## config.mk

```make
export PLATFORM = sky130hd
export DESIGN_NAME = cpu_run_ctrl_flat
export DESIGN_NICKNAME = d
export VERILOG_FILES = /design/src/rtl/cpu_run_ctrl_if.sv /design/src/rtl/cpu_run_ctrl.sv /design/src/flat_wrapper.sv
export SDC_FILE = /design/constraint.sdc
export NUM_CORES = 1
export LEC_CHECK = 0
export CORE_MARGIN = 2
export CORE_UTILIZATION = 46
export CTS_CLUSTER_DIAMETER = 120
export DETAILED_ROUTE_END_ITERATION = 8
export PLACE_DENSITY = 0.83
export SYNTH_ARGS = -nofsm -noshare
export SYNTH_HDL_FRONTEND = slang
export SYNTH_SLANG_ARGS = --single-unit
```

## constraint.sdc

```tcl
create_clock -name clk -period 1.6 [get_ports clk]
set_input_delay 0.48 -clock clk [delete_from_list [all_inputs] [get_ports clk]]
set_output_delay 0.48 -clock clk [all_outputs]
set_load 0.02 [all_outputs]
```

## src/rtl/cpu_run_ctrl_if.sv

```systemverilog
// Control/status bundle between the top-level run controls, the CPU core and
// the run controller. The master side is whoever drives the run requests and
// the core's halted flag; the slave side is cpu_run_ctrl.
interface cpu_run_ctrl_if #(
    parameter int CW = 32
);
    logic          runCPU;
    logic          step;
    logic          halt_req;
    logic          halted_in;
    logic          cpu_en;
    logic          cpu_reset;
    logic          busy;
    logic          paused;
    logic          done;
    logic          timeout;
    logic [CW-1:0] cycle_count;

    modport master (
        output runCPU, step, halt_req, halted_in,
        input  cpu_en, cpu_reset, busy, paused, done, timeout, cycle_count
    );

    modport slave (
        input  runCPU, step, halt_req, halted_in,
        output cpu_en, cpu_reset, busy, paused, done, timeout, cycle_count
    );
endinterface

```

## src/rtl/cpu_run_ctrl.sv

```systemverilog
// Run controller for the Beta CPU core: turns a runCPU edge into a core clear
// followed by clock-enabled execution, with pause / single-step / resume and
// termination on HALT/ILLOP or an optional enabled-cycle budget.
//
//   state   | meaning
//   --------+--------------------------------------------------------------
//   S_IDLE  | after reset, waiting for a runCPU edge
//   S_CLEAR | cpu_reset held for RST_CYCLES cycles
//   S_RUN   | core enabled every cycle
//   S_PAUSE | core frozen, waiting for resume or a step edge
//   S_STEP  | core enabled for exactly one cycle, then back to pause
//   S_DONE  | run finished (halt/illegal op or budget), waiting for a new run
module cpu_run_ctrl #(
    parameter int RST_CYCLES = 2,
    parameter int CW         = 32,
    parameter int MAX_CYCLES = 0
) (
    input  logic          clk,
    input  logic          reset,
    cpu_run_ctrl_if.slave bus
);

    typedef enum logic [2:0] {
        S_IDLE,
        S_CLEAR,
        S_RUN,
        S_PAUSE,
        S_STEP,
        S_DONE
    } state_t;

    localparam int               CLR_W       = (RST_CYCLES > 1) ? $clog2(RST_CYCLES) : 1;
    localparam logic [CLR_W-1:0] CLR_LAST    = CLR_W'(RST_CYCLES - 1);
    localparam logic [CW-1:0]    BUDGET_LAST = CW'(MAX_CYCLES - 1);
    localparam bit               HAS_BUDGET  = (MAX_CYCLES != 0);

    state_t           state_q, state_d;
    logic             run_q, run_d;
    logic             step_q, step_d;
    logic [CLR_W-1:0] clr_cnt_q, clr_cnt_d;
    logic [CW-1:0]    cycle_count_q, cycle_count_d;
    logic             timeout_q, timeout_d;
    logic             cpu_en_q, cpu_en_d;
    logic             cpu_reset_q, cpu_reset_d;
    logic             busy_q, busy_d;
    logic             paused_q, paused_d;
    logic             done_q, done_d;

    logic start;
    logic stp;
    logic budget_hit;

    // Next-state, counters and Moore outputs decoded from the next state so
    // every output comes straight from a flop.
    always_comb begin
        start      = bus.runCPU & ~run_q;
        stp        = bus.step & ~step_q;
        // Checked against the pre-increment count: the cycle now executing is
        // the last one the budget allows.
        budget_hit = HAS_BUDGET && (cycle_count_q == BUDGET_LAST);

        state_d       = state_q;
        run_d         = bus.runCPU;
        step_d        = bus.step;
        clr_cnt_d     = clr_cnt_q;
        timeout_d     = timeout_q;
        cycle_count_d = cpu_en_q ? cycle_count_q + CW'(1) : cycle_count_q;

        case (state_q)
            S_IDLE, S_DONE: begin
                if (start) begin
                    state_d       = S_CLEAR;
                    clr_cnt_d     = '0;
                    cycle_count_d = '0;
                    timeout_d     = 1'b0;
                end
            end
            S_CLEAR: begin
                if (clr_cnt_q == CLR_LAST) begin
                    state_d = S_RUN;
                end else begin
                    clr_cnt_d = clr_cnt_q + CLR_W'(1);
                end
            end
            S_RUN: begin
                if (bus.halted_in) begin
                    state_d = S_DONE;
                end else if (budget_hit) begin
                    state_d   = S_DONE;
                    timeout_d = 1'b1;
                end else if (bus.halt_req) begin
                    state_d = S_PAUSE;
                end
            end
            S_PAUSE: begin
                // Resume wins over step; a held halt_req does not block it.
                if (start) begin
                    state_d = S_RUN;
                end else if (stp) begin
                    state_d = S_STEP;
                end
            end
            S_STEP: begin
                if (bus.halted_in) begin
                    state_d = S_DONE;
                end else if (budget_hit) begin
                    state_d   = S_DONE;
                    timeout_d = 1'b1;
                end else begin
                    state_d = S_PAUSE;
                end
            end
            default: state_d = S_IDLE;
        endcase

        cpu_en_d    = (state_d == S_RUN) || (state_d == S_STEP);
        cpu_reset_d = (state_d == S_CLEAR);
        busy_d      = (state_d == S_CLEAR) || (state_d == S_RUN) || (state_d == S_STEP);
        paused_d    = (state_d == S_PAUSE);
        done_d      = (state_d == S_DONE);
    end

    // Controller state and registered outputs; reset is asynchronous.
    always_ff @(posedge clk or posedge reset) begin
        if (reset) begin
            state_q       <= S_IDLE;
            run_q         <= 1'b0;
            step_q        <= 1'b0;
            clr_cnt_q     <= '0;
            cycle_count_q <= '0;
            timeout_q     <= 1'b0;
            cpu_en_q      <= 1'b0;
            cpu_reset_q   <= 1'b0;
            busy_q        <= 1'b0;
            paused_q      <= 1'b0;
            done_q        <= 1'b0;
        end else begin
            state_q       <= state_d;
            run_q         <= run_d;
            step_q        <= step_d;
            clr_cnt_q     <= clr_cnt_d;
            cycle_count_q <= cycle_count_d;
            timeout_q     <= timeout_d;
            cpu_en_q      <= cpu_en_d;
            cpu_reset_q   <= cpu_reset_d;
            busy_q        <= busy_d;
            paused_q      <= paused_d;
            done_q        <= done_d;
        end
    end

    assign bus.cpu_en      = cpu_en_q;
    assign bus.cpu_reset   = cpu_reset_q;
    assign bus.busy        = busy_q;
    assign bus.paused      = paused_q;
    assign bus.done        = done_q;
    assign bus.timeout     = timeout_q;
    assign bus.cycle_count = cycle_count_q;

endmodule

```

## src/flat_wrapper.sv

```systemverilog
// flat-port wrapper written by rule: the top's interface ports become plain ports
module cpu_run_ctrl_flat 
#(
    parameter int RST_CYCLES = 2,
    parameter int CW         = 32,
    parameter int MAX_CYCLES = 0
)
  (clk, reset, bus_runCPU, bus_step, bus_halt_req, bus_halted_in, bus_cpu_en, bus_cpu_reset, bus_busy, bus_paused, bus_done, bus_timeout, bus_cycle_count);
  cpu_run_ctrl_if #(.CW(CW)) bus_i ();
  input  logic clk;
  input  logic reset;
  input wire logic [$bits(bus_i.runCPU)-1:0] bus_runCPU;
  input wire logic [$bits(bus_i.step)-1:0] bus_step;
  input wire logic [$bits(bus_i.halt_req)-1:0] bus_halt_req;
  input wire logic [$bits(bus_i.halted_in)-1:0] bus_halted_in;
  output wire logic [$bits(bus_i.cpu_en)-1:0] bus_cpu_en;
  output wire logic [$bits(bus_i.cpu_reset)-1:0] bus_cpu_reset;
  output wire logic [$bits(bus_i.busy)-1:0] bus_busy;
  output wire logic [$bits(bus_i.paused)-1:0] bus_paused;
  output wire logic [$bits(bus_i.done)-1:0] bus_done;
  output wire logic [$bits(bus_i.timeout)-1:0] bus_timeout;
  output wire logic [$bits(bus_i.cycle_count)-1:0] bus_cycle_count;
  assign bus_i.runCPU = bus_runCPU;
  assign bus_i.step = bus_step;
  assign bus_i.halt_req = bus_halt_req;
  assign bus_i.halted_in = bus_halted_in;
  assign bus_cpu_en = bus_i.cpu_en;
  assign bus_cpu_reset = bus_i.cpu_reset;
  assign bus_busy = bus_i.busy;
  assign bus_paused = bus_i.paused;
  assign bus_done = bus_i.done;
  assign bus_timeout = bus_i.timeout;
  assign bus_cycle_count = bus_i.cycle_count;
  cpu_run_ctrl #(.RST_CYCLES(RST_CYCLES), .CW(CW), .MAX_CYCLES(MAX_CYCLES)) u_core (.clk(clk), .reset(reset), .bus(bus_i));
endmodule
```

After elaboration in Yosys (flattened, before gate mapping) --
Cells that the tools add are included.
Operators by class: add/sub/neg operators 2, eq/ne operators 11, multiplexer cells 14, bitwise gates (word level) 4, reductions and logical operators 7
Operators with widths (count):
- two-way mux 32 bit | 3
- adder 32 x 1 -> 32 bit, second input constant | 1
- two-way mux 3 bit | 7
- one-hot mux 3 bit (5 select lines) | 1
- equality test 3 x 2 -> 1 bit, second input constant | 4
- equality test 3 bit, second input constant | 4
- equality test 3 x 1 -> 1 bit, second input constant | 2
- zero test 3 bit | 1
- logical OR 1 bit | 3
- AND 1 bit | 2
- two-way mux 1 bit | 2
- inequality test 2 x 1 -> 1 bit, second input constant | 1
- NOT 1 bit | 2
- one-hot mux 1 bit (2 select lines) | 1
- AND reduction 2 bit | 1
- nonzero test 2 bit | 1
- OR reduction 2 bit | 1
- adder 1 bit, second input constant | 1
Storage, ports and cells: bits in registers 43, input port bits 6, output and inout bits 38, word-level logic and storage cells 48

Depth between registers and ports, before layout --
Gate-level depths: netlist (run 1).
depth in word-level cells 8, depth in mapped cells 7, depth with buffers taken out 6

Worst setup path before layout (run 1) --
No wires, ideal clock.
path type register to register, start reg u_core.cycle_count_q[0] (netlist: u_core.bus.cycle_count[0]), end reg u_core.cycle_count_q[24] (netlist: u_core.bus.cycle_count[24]), library setup time 121 ps, arrival 1673 ps, required time 1479 ps, slack -194 ps, cell stages (with the launch flop) 8, buffers on the path 1, period minus slack after synthesis 1794 ps, cells stage by stage dfrtp_1 > ha_1 > and3_2 > nand4_4 > buf_6 > nor4_2 > xnor2_1 > nor2_1
Between the ends: cells in the longest elaborated chain, start to end 4
Ends and longest elaborated chain:
- start: declaration | line cpu_run_ctrl.sv:41 | logic [CW-1:0] cycle_count_q, cycle_count_d;
- start signal: assignment | line cpu_run_ctrl.sv:142 | cycle_count_q <= cycle_count_d;
- adder 32 x 1 -> 32 bit (*) | line cpu_run_ctrl.sv:67 | cycle_count_d = cpu_en_q ? cycle_count_q + CW'(1) : cycle_count_q;
- two-way mux 32 bit (*) | line cpu_run_ctrl.sv:67
- two-way mux 32 bit | line cpu_run_ctrl.sv:71 | if (start) begin
- two-way mux 32 bit (*) | line cpu_run_ctrl.sv:69 | case (state_q)
- named net u_core.cycle_count_d[24] | line cpu_run_ctrl.sv:41
The timed path passes the listed nets; every way through them passes the cells marked *. A chain may end at the register's enable or synchronous reset.

Final worst setup path (run 1) --
start reg u_core.cycle_count_q[1] (netlist: u_core.bus.cycle_count[1]), end reg u_core.cycle_count_q[28] (netlist: u_core.bus.cycle_count[28])
Same word-level chain as after synthesis.

==> results of run 1 <==
[state kept, by name, summed over array words and instances (netlist names)]
name                    count
u_core.bus.busy             1
u_core.bus.cpu_en           1
u_core.bus.cpu_reset        1
u_core.bus.cycle_count     32
u_core.bus.done             1
u_core.bus.paused           1
u_core.clr_cnt_q            1
u_core.run_q                1
u_core.state_q              3
u_core.step_q               1
[logic make-up after synthesis]
kind of cell	after synthesis	share of synthesized area (%)
multiplexers	1	0.450
buffers and inverters	19	4.67
AND/OR/NAND/NOR	104	29.8
XOR/XNOR	26	10.2
flip-flops	43	48.3
other	1	0.168
AO/OA/AOI/OAI	23	5.79
adder cells (fa/ha/maj)	1	0.562
[through the flow]
step | power (mW) | utilization [%]
after floorplan | 2.17 | -
after global placement | 2.80 | 64.8
after detailed placement | 2.87 | 64.8
after CTS | 3.47 | 68.6
after global routing | 3.77 | 70.5
final | 3.56 | 70.5
[Yosys cell counts (3+ instances only)]
master   instances  area [sq um]
dfrtp_1         43          1080
buf_2            5          25.0
nand3_1          7          35.0
buf_6            3          33.8
and4_1           3          26.3
inv_1            8          30.0
nand2_1         14          52.6
nand4_1          5          31.3
nor3_1           5          25.0
nor4_1           3          18.8
xnor2_1         20           175
nor2b_1          7          43.8
o21ai_0         10          50.1
nor4_4           4          85.1
or3_1            6          37.5
xor2_1           6          52.6
nor4_2           5          62.6
a21oi_1          8          40.0
nor2_1          34           128
[worst paths after layout]
| kind | start | endpoint | slack [ps] | cells after the start |
|---|---|---|---|---|
| hold reg to reg | u_core.bus.cycle_count[31] | u_core.bus.cycle_count[31] | 550 | 2 |
| hold / removal | bus_step | u_core.step_q | 420 | 2 |
| max in group asynchronous | reset | u_core.bus.cycle_count[20] | 830 | 3 |
| min in group asynchronous | reset | u_core.bus.cycle_count[3] | 550 | 3 |
| setup / recovery | u_core.bus.cycle_count[1] | u_core.bus.cycle_count[28] | -110 | 7 |
| setup reg to reg | u_core.bus.cycle_count[1] | u_core.bus.cycle_count[28] | -110 | 7 |
[area by class of cell]
cell class	count	area, sq um	share of cell area, %
Inverter	8	30.0	0.907
Timing Repair Buffer	93	790	23.9
Sequential cell	43	1100	33.2
Multi-Input combinational cell	158	1240	37.5
Clock buffer	6	72.6	2.19
Clock inverter	2	12.5	0.378
Tap cell	54	67.6	2.04
[power by group]
group	switching (mW)	leakage [nW]	internal [mW]	total, mW
registers	0.212	0.551	1.29	1.50
logic	0.735	1.06	0.640	1.37
clock network	0.377	0.0412	0.305	0.682
[routing by layer]
| layer | up-vias | track usage (%) | part of all wire (%) |
|---|---|---|---|
| met5 | - | 0 | 0 |
| met4 | 0 | 12.3 | 3.7 |
| met3 | 20 | 4.94 | 5.1 |
| met2 | 90 | 39.9 | 52 |
| met1 | 981 | 26.7 | 39 |
| li1 | 933 | - | - |
[timing repair]
action	4_1_cts	5_1_grt
gates cloned	2	0
buffers inserted	7	6
endpoints found under the setup margin	59	32
gates resized for setup	70	27
pin swaps	10	17
==> metrics.txt, run 1 <==
Slew Viols, Final 0; Post-Syn Area 2230 sq um; vias per cell 5.56; Boundary Pins 44; async set-reset flop share out of synthesis 100%; Seq/Total Area, Yosys 48.3%; Root Buffer Master clkbuf_8; CTS tree done; port bufs 42; Syn Nets 225; setup_tns -559 ps; fin crit period 1710 ps; most common cell after layout, fill and taps aside buf_4; total CTS buffers 5; Worst EP arrival 1890 ps; first-pass GRT wire length 9280 um; commonest non-fill, non-tap cells in the layout 43 x buf_4, 32 x nor2_1, 27 x dlygate4sd2_1; clock-pin slew of the registers on the worst-case setup and hold paths 80 ps; DIE WIDTH 73.6 um; layout cells sized above 1 38.7%; global route overflow 0; CP delay by family, top simple AND/OR/NAND/NOR gates; outcome complete, but fails checks; antenna diode count 0; initial antenna violation count 0; Hold Crit Class in -> reg; Iter 0 DRT Violations 226; Post-synth EDFFs 0; Hold Slack 424 ps; DIE AREA 5410 sq um; Final period util 107%; Layout area overhead 48.7%; standard-cell rows 25; Max stage delay on crit path 430 ps; failing checks setup timing; core area 4690 sq um; number of global-route vias before repair 1,959; Residual DRC 0; Main synth FF type dfrtp_1; CTS max path bufs 2; DR vias 2,024; Final nets 316; Finished Layout Cells 364; pwr/cell area 1080 nW/um^2; setup ws final -106 ps; RSZ-0062 raised after global routing true; Unique masters post-synth 37; crit-path max FO 7; First-pass DRT Iterations 4; placed cell count 341; fill count 336; Seq cells post-synth 43; worst vdd ir 1030 uV; Synthesis Warnings 0; TritonCTS Sinks 43; pin count of the biggest net entering global routing 44; Leak 1.65 nW; crit path cell chain ha_4 -> and3_4 -> nand4_4 -> buf_6 -> nor4_4 -> xnor2_1 -> nor2_1; gpl congestion 0.799; Tot GR Track Use 23.2%; clock latency on the worst-skew pair 300 ps; WP data required 1790 ps; Final HPWL DP 3630 um; type of the worst setup path reg -> reg; Post-Place Setup Slack -400 ps; Worst setup EP type flip-flop; post-synthesis area per instance 10.2 sq um; Setup Viol. Count Final 14; Area after DPL 3040 sq um; H-tree depth 2; maximum achievable frequency 0.586 GHz; Routed WL per cell 17.2 um; Buffers & Inverters on Critical Path 1; Routed Wire Length 6250 um; Synth Instances 218; CTS Hold Bufs 0; Post-DRT Antenna Nets 0; Worst Skew 6.37 ps; CP max-delay cell dfrtp_2; Starting Density 47.4%; # Max-Cap Violations 0; Die H 73.6 um; Hold Violations, Final 0; final std cell area, no fill 3310 sq um; startpoint types flip-flop
Note: power is estimated with default switching activity, not from simulation.
==> run 2, diff against run 1 <==
--- a/config.mk
+++ b/config.mk
@@ -9,7 +9,10 @@
 export CORE_UTILIZATION = 46
 export CTS_CLUSTER_DIAMETER = 120
 export DETAILED_ROUTE_END_ITERATION = 8
+export GPL_TIMING_DRIVEN = 0
 export PLACE_DENSITY = 0.83
+export RECOVER_POWER = 50
 export SYNTH_ARGS = -nofsm -noshare
 export SYNTH_HDL_FRONTEND = slang
 export SYNTH_SLANG_ARGS = --single-unit
+export TNS_END_PERCENT = 10
==> run 2 against run 1 <==
- the flow still finishes with violations (setup timing)
- global-route usage is 3.8 points lower
- cell area is 7.1% lower
- via count is 9.6% lower
- combinational power is 13% lower
- routed wire length is 17% lower
- clock power is 31% higher
- die area stayed put
- critical path depth stayed put
- count of clock-buffer cells in the layout stayed put
==> metrics.txt, run 2 (synthesized netlist as in run 1, its figures left out) <==
standard-cell rows 25 (unchanged); initial antenna violation count 0 (unchanged); CTS Hold Bufs 0 (unchanged); normalized max-slew margin 42.2%; WP data required 1790 ps (about the same); r2r setup slk -220 ps (-120 ps); hold endpoint u_core.step_q; most common cell after layout, fill and taps aside nor2_1; crit-path max FO 6 (-1); Post-DRT Antenna Nets 0 (unchanged); Starting Density 47.4% (unchanged); gpl congestion 0.869 (+8.7%); First-pass DRT Iterations 5 (+1); outcome complete, but fails checks; placed cell count 314 (-7.9%); maximum achievable frequency 0.549 GHz (-6.3%); reg2reg end u_core.bus.cycle_count[29]; Finished Layout Cells 331 (-9.1%); crit path cell chain buf_6 -> nand4_4 -> or3_4 -> buf_12 -> nor4_4 -> xnor2_1 -> nor2_1; clock-pin slew of the registers on the worst-case setup and hold paths 90 ps (about the same); fin crit period 1820 ps (+115 ps); RSZ-0062 raised after global routing true; pin count of the biggest net entering global routing 44 (unchanged); failing checks setup timing; Hold Slack 445 ps (+20.9 ps); worst vdd ir 846 uV (-18%); startpoint types flip-flop; pwr/cell area 1160 nW/um^2 (+8.1%); Residual DRC 0 (unchanged); # Max-Cap Violations 0 (unchanged); Die H 73.6 um (unchanged); Final nets 283 (-10%); total CTS buffers 5 (unchanged); Hold Violations, Final 0 (unchanged); Slew Viols, Final 0 (unchanged); fill count 352 (+4.8%); Worst Skew 8.33 ps (+1.96 ps); TritonCTS Sinks 43 (unchanged); Least-Margin Pin Slew 866 ps; type of the worst setup path reg -> reg; setup ws final -221 ps (-115 ps); Hold Crit Class in -> reg; number of global-route vias before repair 1,689 (-14%); DIE AREA 5410 sq um (unchanged); DR vias 1,829 (-9.6%); clock latency on the worst-skew pair 300 ps (about the same); total power 3.57 mW (+0.36%); layout cells sized above 1 26.0% (-13 points); global route overflow 0 (unchanged); Post-Place Setup Slack -657 ps (-257 ps); Worst EP arrival 2010 ps (+120 ps); Buffers & Inverters on Critical Path 2 (+1); commonest non-fill, non-tap cells in the layout 32 x nor2_1, 30 x dlygate4sd2_1, 28 x dfrtp_1; CTS max path bufs 2 (unchanged); port bufs 42 (unchanged); Setup Viol. Count Final 21 (+7); Worst setup EP type flip-flop; Final HPWL DP 3180 um (-12%); antenna diode count 0 (unchanged); Max stage delay on crit path 450 ps (+20 ps); core area 4690 sq um (unchanged); WHS Path Cells 1 (-1); FF-to-FF Start u_core.bus.cycle_count[1]; Leak 1.50 nW (-9.2%); first-pass GRT wire length 7890 um (-15%); Worst R2R Path Depth 7 (unchanged); Routed Wire Length 5200 um (-17%); Boundary Pins 44 (unchanged); hold path start bus_step; Final period util 114% (+7.2 points); CTS tree done; Tot GR Track Use 19.3% (-3.8 points); CP max-delay cell or3_4; Iter 0 DRT Violations 133 (-41%); setup_tns -2400 ps (-1840 ps); Root Buffer Master clkbuf_8; vias per cell 5.53 (-0.63%); CP delay by family, top simple AND/OR/NAND/NOR gates; Largest register FFs 32 (unchanged); Layout area overhead 38.1%; H-tree depth 2 (unchanged); DIE WIDTH 73.6 um (unchanged); Routed WL per cell 15.7 um (-8.5%)
-- run 2: cell types whose count changed in the layout (fill, tap and decap cells not counted), moves of 2 or more --
cell / previous run / this run
buf_4: 43 / 8
buf_2: 7 / 3
buf_6: 6 / 3
clkbuf_1: 1 / 4
clkdlybuf4s15_1: 2 / 5
dlygate4sd2_1: 27 / 30
and4_1: 1 / 3
dfrtp_1: 26 / 28
dfrtp_2: 17 / 15
nor3_2: 3 / 1
nor3_4: 0 / 2
or3_4: 3 / 1
-- run 2: layer usage --
layer | wire [um] | GRT usage [%] | vias to the layer above
met5 | 0 | 0 | -
met4 | 176 | 7.88 | 0
met3 | 208 | 5.49 | 15
met2 | 2580 | 30.6 | 50
met1 | 2230 | 24.9 | 902
li1 | - | - | 862
-- run 2: final cells by class --
class	count	area, sq um	area share (%)
Buffer	11	101	3.30
Clock buffer	6	82.6	2.69
Clock inverter	2	35.0	1.14
Inverter	8	30.0	0.977
Multi-Input combinational cell	156	1200	39.1
Sequential cell	43	1090	35.6
Tap cell	54	67.6	2.20
Timing Repair Buffer	51	460	15.0
-- run 2: what timing repair did --
item | CTS | global route
resized for setup | 54 | 38
gates cloned | 0 | 1
setup endpoints to repair | 76 | 47
pin swaps | 3 | 7
endpoints found under the hold margin | 0 | 0
setup buffers | 6 | 2
-- run 2: how the worst max path moves through the flow --
stage,startpoint,to,cells after the start
finish,u_core.bus.cycle_count[1],u_core.bus.cycle_count[29],7
global route,u_core.bus.cycle_count[0],u_core.bus.cycle_count[29],7
CTS,u_core.bus.cycle_count[1],u_core.bus.cycle_count[23],7
detailed placement,bus_runCPU,u_core.bus.cycle_count[2],5
global placement,reset,u_core.bus.cycle_count[21],2
floorplan,u_core.bus.cycle_count[0],u_core.bus.cycle_count[24],7
-- run 2: worst reg2reg max path, delay by kind of cell, from the launching register on --
kind | cells | cell delay [ps]
and+or+nand+nor | 4 | 810
DFF | 1 | 430
buffers and inverters | 2 | 300
xor gates and xnor gates | 1 | 160
-- run 2: power breakdown --
part           leakage [nW]  internal (mW)  total [mW]  switching, mW
registers             0.554           1.29        1.49          0.200
clock network        0.0612          0.505       0.891          0.386
logic                 0.886          0.495        1.19          0.697
total                  1.50           2.29        3.57           1.28
-- run 2: through the flow --
| step | cell area (sq um) | util [%] |
|---|---|---|
| after floorplan | 2280 | - |
| after global placement | 2770 | 59.0 |
| after detailed placement | 2770 | 59.0 |
| after CTS | 2950 | 62.8 |
| after global routing | 3070 | 65.5 |
| final | 3070 | 65.5 |
==> run 3, diff against run 2 <==
--- a/config.mk
+++ b/config.mk
@@ -5,7 +5,6 @@
 export SDC_FILE = /design/constraint.sdc
 export NUM_CORES = 1
 export LEC_CHECK = 0
-export CORE_MARGIN = 2
 export CORE_UTILIZATION = 46
 export CTS_CLUSTER_DIAMETER = 120
 export DETAILED_ROUTE_END_ITERATION = 8
==> run 3 against run 2 <==
- the run still ends with setup timing left
- count of clock-buffer cells in the layout increased by 1
- die area decreased by 5.4%
- fmax increased by 5.9%
- clock power decreased by 20%
==> metrics.txt, run 3 (synthesized netlist as in run 1, its figures left out) <==
Root Buffer Master clkbuf_8; first-pass GRT wire length 8190 um (+3.8%); Post-Place Setup Slack -722 ps (-65.9 ps); Setup Viol. Count Final 17 (-19%); met1 Use GR 27.6% (+2.7 points); Routed WL per cell 15.6 um (-0.38%); Starting Density 49.4% (+2.0 points); TritonCTS Sinks 43 (unchanged); r2r setup slk -120 ps (+100 ps); Iter 0 DRT Violations 105 (-21%); pwr/cell area 1120 nW/um^2 (-3.7%); GR Util met2 33.4% (+2.9 points); Worst Skew 5.83 ps (-2.50 ps); startpoint types flip-flop; met3 Usage GRT 6.19% (+0.70 points); Post-DRT Antenna Nets 0 (unchanged); Hold Crit Class in -> reg; crit path cell chain buf_4 -> nand4_4 -> or3_4 -> buf_12 -> nor3_2 -> xnor2_1 -> nor2_1; final std cell area, no fill 3100 sq um (+0.77%); Worst setup EP type flip-flop; CTS tree done; # Max-Cap Violations 0 (unchanged); core area 4500 sq um (-4.0%); initial antenna violation count 0 (unchanged); Setup crit end u_core.bus.cycle_count[13]; DR vias 1,800 (-1.6%); vias per cell 5.44 (-1.6%); Residual DRC 0 (unchanged); H-tree depth 2 (unchanged); crit-path max FO 10 (+4); Finished Layout Cells 331 (unchanged); Worst EP arrival 1900 ps (-110 ps); Largest register FFs 32 (unchanged); Final period util 107% (-6.3 points); Area after DPL 2770 sq um (about the same); clock latency on the worst-skew pair 300 ps (about the same); maximum achievable frequency 0.582 GHz (+5.9%); Die H 71.6 um (-2.7%); gpl congestion 0.851 (-2.1%); Worst R2R Path Depth 7 (unchanged); total CTS buffers 5 (unchanged); fin crit period 1720 ps (-101 ps); Util after Layout 68.8% (+3.3 points); Final HPWL DP 3190 um (+0.25%); reg2reg end u_core.bus.cycle_count[13]; Slew Viols, Final 0 (unchanged); Routed Wire Length 5180 um (-0.38%); placed cell count 312 (-0.64%); port bufs 42 (unchanged); Boundary Pins 44 (unchanged); FF-to-FF Start u_core.bus.cycle_count[0]; Final nets 285 (+0.71%); Leak 1.47 nW (-1.7%); DIE AREA 5120 sq um (-5.4%); CTS Hold Bufs 0 (unchanged); First-pass DRT Iterations 6 (+1); DIE WIDTH 71.6 um (-2.7%); CTS max path bufs 2 (unchanged); RSZ-0062 raised after global routing true; setup ws final -120 ps (+101 ps); worst vdd ir 735 uV (-13%); commonest non-fill, non-tap cells in the layout 32 x nor2_1, 29 x dfrtp_1, 26 x dlygate4sd2_1; pin count of the biggest net entering global routing 44 (unchanged); WP data required 1780 ps (about the same); Tot GR Track Use 21.0% (+1.6 points); clock-pin slew of the registers on the worst-case setup and hold paths 80 ps (about the same); outcome complete, but fails checks; standard-cell rows 24 (-4.0%); Max stage delay on crit path 410 ps (-40 ps); number of global-route vias before repair 1,792 (+6.1%); layout cells sized above 1 28.0% (+2.0 points); global route overflow 0 (unchanged); Layout area overhead 39.1%; CP max-delay cell dfrtp_2; antenna diode count 0 (unchanged); normalized max-slew margin 41.0% (-1.2 points); type of the worst setup path reg -> reg; Hold Violations, Final 0 (unchanged); Least-Margin Pin Slew 884 ps (+17.9 ps); total power 3.47 mW (-3.0%); most common cell after layout, fill and taps aside nor2_1; CP startpoint u_core.bus.cycle_count[0]; failing checks setup timing; Most Crowded Layer GR met2
run 3: how the worst min path moves through the flow:
stage / from / endpoint / slack, ps / depth (start not counted)
floorplan: u_core.clr_cnt_q / u_core.clr_cnt_q / 490 / 2
global placement: u_core.clr_cnt_q / u_core.clr_cnt_q / 520 / 2
detailed placement: u_core.clr_cnt_q / u_core.clr_cnt_q / 530 / 2
CTS: u_core.clr_cnt_q / u_core.clr_cnt_q / 560 / 2
global route: bus_step / u_core.step_q / 500 / 1
finish: bus_step / u_core.step_q / 490 / 1
run 3: what timing repair did:
item / in CTS / in global routing
resized for setup: 53 / 44
buffers inserted: 2 / 9
pin swaps: 3 / 12
setup endpoints to repair: 75 / 51
cloned: 0 / 1
run 3: power by group:
group          leakage [nW]  internal (mW)  switching [mW]
sequential            0.556           1.29           0.203
combinational         0.871          0.558           0.702
clock                0.0482          0.348           0.367
total                  1.47           2.19            1.27
run 3: layout make-up:
class / count / area (sq um)
buffer: 10 / 109
clock buffer: 7 / 86.3
clock inverter: 1 / 5.00
fill: 340 / 1410
inverter: 8 / 30.0
multi-input combinational: 156 / 1200
sequential: 43 / 1090
tap: 52 / 65.1
timing repair buffer: 54 / 503
run 3: metal layers:
| layer | vias up | wire, um |
|---|---|---|
| met5 | - | 0 |
| met1 | 864 | 2230 |
| met2 | 55 | 2610 |
| li1 | 870 | - |
| met3 | 11 | 242 |
| met4 | 0 | 87 |
run 3: per-stage QoR:
| step | hold WS (ps) | setup TNS [ps] |
|---|---|---|
| after detailed placement | 532 | -26940 |
| after floorplan | 491 | -580 |
| after global routing | 496 | -3940 |
| final | 491 | -1050 |
| after global placement | 523 | -56060 |
| after CTS | 556 | -1390 |
run 3: critical path, delay by kind of cell, from the launching register on:
| family | cells | cell delay, ps |
|---|---|---|
| xor+xnor | 1 | 160 |
| buf+inv | 2 | 300 |
| flops | 1 | 410 |
| simple gates | 4 | 740 |
